### src/rtl/decodificador.sv
// rtl/decodificador.sv - 4B/5B code word decoder with link lock tracking
// Optional DECOD_ERRCNT_EN builds the saturating invalid-word counter; otherwise err_cnt is tied to 0.
module decodificador #(
  parameter int LOCK_CNT = 4,
  parameter int ERR_W    = 8
) (
  input  logic             clk,
  input  logic             reset,
  input  logic             ready,
  input  logic             m1,
  input  logic             m2,
  input  logic             m3,
  input  logic             m4,
  input  logic             m5,
  output logic             a,
  output logic             b,
  output logic             c,
  output logic             d,
  output logic             valid,
  output logic             err,
  output logic             locked,
  output logic [ERR_W-1:0] err_cnt
);

  typedef enum logic {HUNT, LOCK} state_t;

  localparam logic [3:0] LOCK_N = 4'(LOCK_CNT);

  state_t     state;
  logic [3:0] run;
  logic       ready_q;
  logic       new_word;
  logic [4:0] code;
  logic       hit;
  logic [3:0] nib;

  assign new_word = ready & ~ready_q;
  assign code     = {m1, m2, m3, m4, m5};

  always_comb begin
    hit = 1'b1;
    nib = 4'h0;
    case (code)
      5'b11110: nib = 4'h0;
      5'b01001: nib = 4'h1;
      5'b10100: nib = 4'h2;
      5'b10101: nib = 4'h3;
      5'b01010: nib = 4'h4;
      5'b01011: nib = 4'h5;
      5'b01110: nib = 4'h6;
      5'b01111: nib = 4'h7;
      5'b10010: nib = 4'h8;
      5'b10011: nib = 4'h9;
      5'b10110: nib = 4'hA;
      5'b10111: nib = 4'hB;
      5'b11010: nib = 4'hC;
      5'b11011: nib = 4'hD;
      5'b11100: nib = 4'hE;
      5'b11101: nib = 4'hF;
      default:  hit = 1'b0;
    endcase
  end

  // Outputs and lock state all move on the edge that sees the ready rising edge.
  always_ff @(posedge clk or negedge reset) begin
    if (!reset) begin
      ready_q      <= 1'b0;
      {a, b, c, d} <= 4'h0;
      valid        <= 1'b0;
      err          <= 1'b0;
      locked       <= 1'b0;
      state        <= HUNT;
      run          <= 4'd0;
    end else begin
      ready_q <= ready;
      valid   <= 1'b0;
      err     <= 1'b0;
      if (new_word) begin
        if (hit) begin
          {a, b, c, d} <= nib;
          valid        <= 1'b1;
          if (state == HUNT) begin
            if (run + 4'd1 >= LOCK_N) begin
              state  <= LOCK;
              locked <= 1'b1;
              run    <= LOCK_N;
            end else begin
              run <= run + 4'd1;
            end
          end
        end else begin
          err    <= 1'b1;
          state  <= HUNT;
          locked <= 1'b0;
          run    <= 4'd0;
        end
      end
    end
  end

`ifdef DECOD_ERRCNT_EN
  // Counts alongside the err pulse so err_cnt already reflects it while err is high.
  always_ff @(posedge clk or negedge reset) begin
    if (!reset) begin
      err_cnt <= '0;
    end else if (new_word && !hit && (err_cnt != {ERR_W{1'b1}})) begin
      err_cnt <= err_cnt + 1'b1;
    end
  end
`else
  assign err_cnt = '0;
`endif

endmodule

### config.mk
export PLATFORM = sky130hd
export DESIGN_NAME = decodificador
export DESIGN_NICKNAME = d
export VERILOG_FILES = /design/src/rtl/decodificador.sv
export SDC_FILE = /design/constraint.sdc
export NUM_CORES = 1
export LEC_CHECK = 0
export BUFFER_PORTS_ARGS = -buffer_cell sky130_fd_sc_hd__buf_2
export CORE_AREA = 3 3 42 54
export CTS_CLUSTER_DIAMETER = 50
export DETAILED_ROUTE_END_ITERATION = 12
export DIE_AREA = 0 0 45 57
export HOLD_SLACK_MARGIN = 0.02
export PLACE_DENSITY_LB_ADDON = 0.3
export SLEW_MARGIN = 20
export SYNTH_ARGS = -nofsm -noshare
export SYNTH_HDL_FRONTEND = slang
export SYNTH_SLANG_ARGS = --single-unit
### constraint.sdc
create_clock -name clk -period 1.2 [get_ports clk]
set_input_delay 0.36 -clock clk [delete_from_list [all_inputs] [get_ports clk]]
set_output_delay 0.36 -clock clk [all_outputs]
set_load 0.02 [all_outputs]
# Word-level counts from Yosys, hierarchy flattened
# Cells that the tools add are included.
dict set report totals {
  register_bits 13
  latchBits 0
  mem_bits_rw 0
  rom_bits 0
  in_bits 8
  output_inout_bits 15
  wordCells 51
  mem_count 0
}
dict set report classes {
  addsub 1
  mul 0
  div_mod_pow 0
  n_lt_le_gt_ge 1
  eq_ne 18
  shift 0
  muxes 15
  n_bitwise 2
  reduce_logical 4
}
# op count
set op_table {}
lappend op_table {{4-bit case mux with 15 select lines} 1}
lappend op_table {{5-bit == test, second input constant} 11}
lappend op_table {{5-bit by 4-bit == test with 1-bit output, second input constant} 5}
lappend op_table {{16-bit OR reduction} 1}
lappend op_table {{4-bit 2-to-1 mux} 3}
lappend op_table {{1-bit 2-to-1 mux} 11}
lappend op_table {{4-bit by 1-bit adder with 4-bit output, second input constant} 1}
lappend op_table {{4-bit by 3-bit >= comparator with 1-bit output, second input constant} 1}
lappend op_table {{2-bit AND reduction} 2}
lappend op_table {{3-bit AND reduction} 1}
lappend op_table {{2-bit by 1-bit inequality test with 1-bit output, second input constant} 1}
lappend op_table {{2-bit inequality test, second input constant} 1}
lappend op_table {{1-bit bitwise AND} 1}
lappend op_table {{1-bit inverter} 1}

# Longest topological paths before layout
dict set report logic_depth {
  word_depth 5
  ltp_mapped 5
  depth_no_buf 5
}

# Worst setup path before layout
# No wires, ideal clock.
dict set report synth_timing {
  path_kind {input -> register}
  start {input m3}
  end {register c}
  setup_time_ns 0.125
  arrival_time_ns 1.274
  path_slack_ns -0.199
  cell_stages 5
  path_buffers 1
  path_cell_list {buf_4 -> nand4_2 -> o211ai_2 -> a21oi_4 -> mux2_4}
}
dict set report synth_between {
  elab_chain_len 4
  word_cells_on_any_way 20
  cone_classes {eq/ne: 16; mux: 2; reduce/logical: 2}
}
# item line_no
set synth_rtl {}
lappend synth_rtl {{start, declared} 12} ;# input logic m3,
lappend synth_rtl {{5-bit == test / 5-bit by 4-bit == test with 1-bit output (equally long branches)} 43} ;# case (code)
lappend synth_rtl {{16-bit OR reduction (no source line)} -}
lappend synth_rtl {{1-bit 2-to-1 mux} 43}
lappend synth_rtl {{2-bit AND reduction (no source line)} -}
lappend synth_rtl {{end signal, assigned} 80} ;# {a, b, c, d} <= nib;
lappend synth_rtl {{end, declared} 17} ;# output logic c,
# Parallel ways exist; a longest one is shown, timed or not.
# A chain may end at the register's enable or synchronous reset.

# Worst setup path in the final report
dict set report layout_timing {
  start {register run[0]}
  end {register run[0]}
}
dict set report layout_between {
  elab_chain_len 5
}
# item line_no
set layout_rtl {}
lappend layout_rtl {{start, declared} 30} ;# logic [3:0] run;
lappend layout_rtl {{start signal, assigned} 88} ;# run <= run + 4'd1;
lappend layout_rtl {{4-bit by 1-bit adder with 4-bit output *} {83, 88}}
lappend layout_rtl {{4-bit by 3-bit >= comparator with 1-bit output} 83} ;# if (run + 4'd1 >= LOCK_N) begin
lappend layout_rtl {{4-bit 2-to-1 mux *} 83}
lappend layout_rtl {{4-bit 2-to-1 mux *} 82} ;# if (state == HUNT) begin
lappend layout_rtl {{4-bit 2-to-1 mux *} 79} ;# if (hit) begin
# Every way passes the cells marked *; elsewhere a longest branch is shown, timed or not. The select of a mux whose other input is x is not followed.

==> results.cfg <==
[status]
status = complete, but fails checks
violations = setup timing

[drt]
drt_iter0_markers = 6
vias = 641
antenna_left = 0
wl_per_cell_um = 11.3
wirelength_um = 1490
viasPerCell = 4.89
drc_errors = 0
first_pass_iters = 3

[layout]
drive_gt1_share_pct = 45.5
nets = 122
fin_util_pct = 62.4
syn_to_final_growth_pct = 39.9
fillers = 157
antenna_cells = 0
layout.cells.non_filler = 131

[placed_design]
io_buffers = 14
dp.cells = 122
place.gp.congestion = 0.717
post-dp-hpwl_um = 1210

[synth]
synth-async-reset-ratio_pct = 100
ys.flop_type = dfrtp_1
synth_top_area_cell = dfrtp_1
synth_warnings = 0
syn_area_sq_um = 797
synth_common_cells = 13 x dfrtp_1, 10 x buf_4, 8 x nand2_1
yosysSeqAreaShare_pct = 40.8
syn_avg_cell_area_sq_um = 10.1
synth_most_common_cell = dfrtp_1
synth_seq_cells = 13
yosysTopAreaCellShare_pct = 40.8
synth_area_leaders = dfrtp_1 41%, buf_4 9.4%, nand2_1 3.8%
netlist-cell-type-count = 35
syn_inst = 79
synth_enable_flop_cells = 0

[global_routing]
grt_start_max_net_pins = 14
track_usage_pct = 14.7
grt_pass1_wl_um = 2770
grt-ovfl-total = 0
antenna_found_initial = 0
grt_pass1_vias = 627

[clock_tree]
clk_latency_ns = 0.28
htree_num_levels = 1
cts_buffer_depth = 2
cts_tree = done
numCtsBuffers = 3
cts.sinks = 13
ctsRootBufferMaster = clkbuf_4
cts.clk_slew.worst_paths_ns = 0.08

[floorplan]
start_util_pct = 44.6
die_h_um = 57
design.core.area_sq_um = 1790
die_w_um = 45
dieArea_sq_um = 2570
row_count = 17
ios = 23

[job]
cap_violations = 0

[sta]
max_freq_mhz = 780
fin_hold_ws_ns = 0.287
period_share_pct = 107
layout_setup_ws_ns = -0.0815
fin_crit_ns = 1.28
hold_violations = 0
finClkSkew_ns = 0.00606
rsz0062_at_grt = yes
setup_violations = 6
maxSlewViolCount = 0

[pwr]
power_density_nw_per_um2 = 1420
p_leak_uw = 0.000532
ir_worst_vdd_v = 0.000740

[setup_path]
cp-end-kind = flip-flop
cp.arrival_ns = 1.46
path_max_fanout = 5
cp.required_ns = 1.38
cp-start-kind = flip-flop
path_class = reg2reg

[worst_hold_path]
hp-class = in2reg
cells by family after synthesis:
group | Yosys count | share of synthesized area (%)
xor+xnor | 3 | 3.30
fa+ha+maj | 1 | 1.57
buf+inv | 16 | 12.4
other cells | 1 | 0.471
compound gates | 18 | 20.1
simple gates | 24 | 17.0
mux | 3 | 4.40
flops | 13 | 40.8
per-layer routing:
layer	vias to the layer above	global-route usage, %	share of wire, %
met2	18	21.9	50
met3	4	1.89	3.9
met4	0	11.3	3.1
met5	-	0	0
li1	325	-	-
met1	294	18.6	43
worst paths after layout:
path / to / startpoint / slack (ns) / cells after the start
max in group asynchronous: valid / reset / 0.48 / 2
worst max register to register: run[0] / run[0] / -0.08 / 5
min in group asynchronous: ready_q / reset / 0.49 / 2
worst min register to register: a / a / 0.54 / 2
worst max-delay path: run[0] / run[0] / -0.08 / 5
worst min-delay path: ready_q / ready / 0.29 / 2
flip-flops by register name, indices dropped and copies added, names as in the netlist:
signal,cells
state,1
valid,1
ready_q,1
locked,1
b,1
run,4
c,1
d,1
err,1
a,1
worst max-delay path, stage by stage, from the launching register on:
cell and delay, ns:
dfrtp_1 0.43, ha_4 0.19, nor3_4 0.04, a41oi_4 0.25, inv_2 0.05, a32o_1 0.21
metrics by stage:
step | power [uW] | setup TNS [ns] | setup slack (ns) | cell area, sq um
after floorplan | 1000 | -0.204 | -0.129 | 885
after global placement | 1180 | -1.03 | -0.149 | 993
after detailed placement | 1190 | -1.32 | -0.168 | 993
after CTS | 1500 | -0.356 | -0.0920 | 1050
after global routing | 1710 | -0.804 | -0.141 | 1110
final | 1590 | -0.273 | -0.0815 | 1110
layout by cell type, fill, tap and decap left out, types with 2 or more instances in the layout:
cell type	instances
and2_1	2
xnor2_1	2
nor2_1	4
nor2b_4	2
nand2_1	8
dfrtp_1	13
buf_2	8
mux2i_1	2
a32o_1	2
o211ai_2	2
clkbuf_4	3
buf_6	7
buf_4	17
a21oi_1	4
conb_1	8
inv_1	4
power by group:
group          switching, uW  internal (uW)
clock network            143            129
registers               93.0            532
logic                    307            384
final cells by class:
class | instances | area [sq um] | area share, %
Sequential cell | 13 | 325 | 29.2
Inverter | 5 | 18.8 | 1.68
Multi-Input combinational cell | 57 | 464 | 41.6
Tap cell | 19 | 23.8 | 2.13
Timing Repair Buffer | 33 | 256 | 23.0
Clock buffer | 4 | 26.3 | 2.36
what timing repair did:
item / 4_1_cts / 5_1_grt
setup buffers: 1 / 3
hold buffers: 1 / 0
pin swaps: 0 / 2
endpoints found under the setup margin: 9 / 15
endpoints found under the hold margin: 13 / 0
resized for setup: 3 / 13
Note: power is estimated with default switching activity, not from simulation.
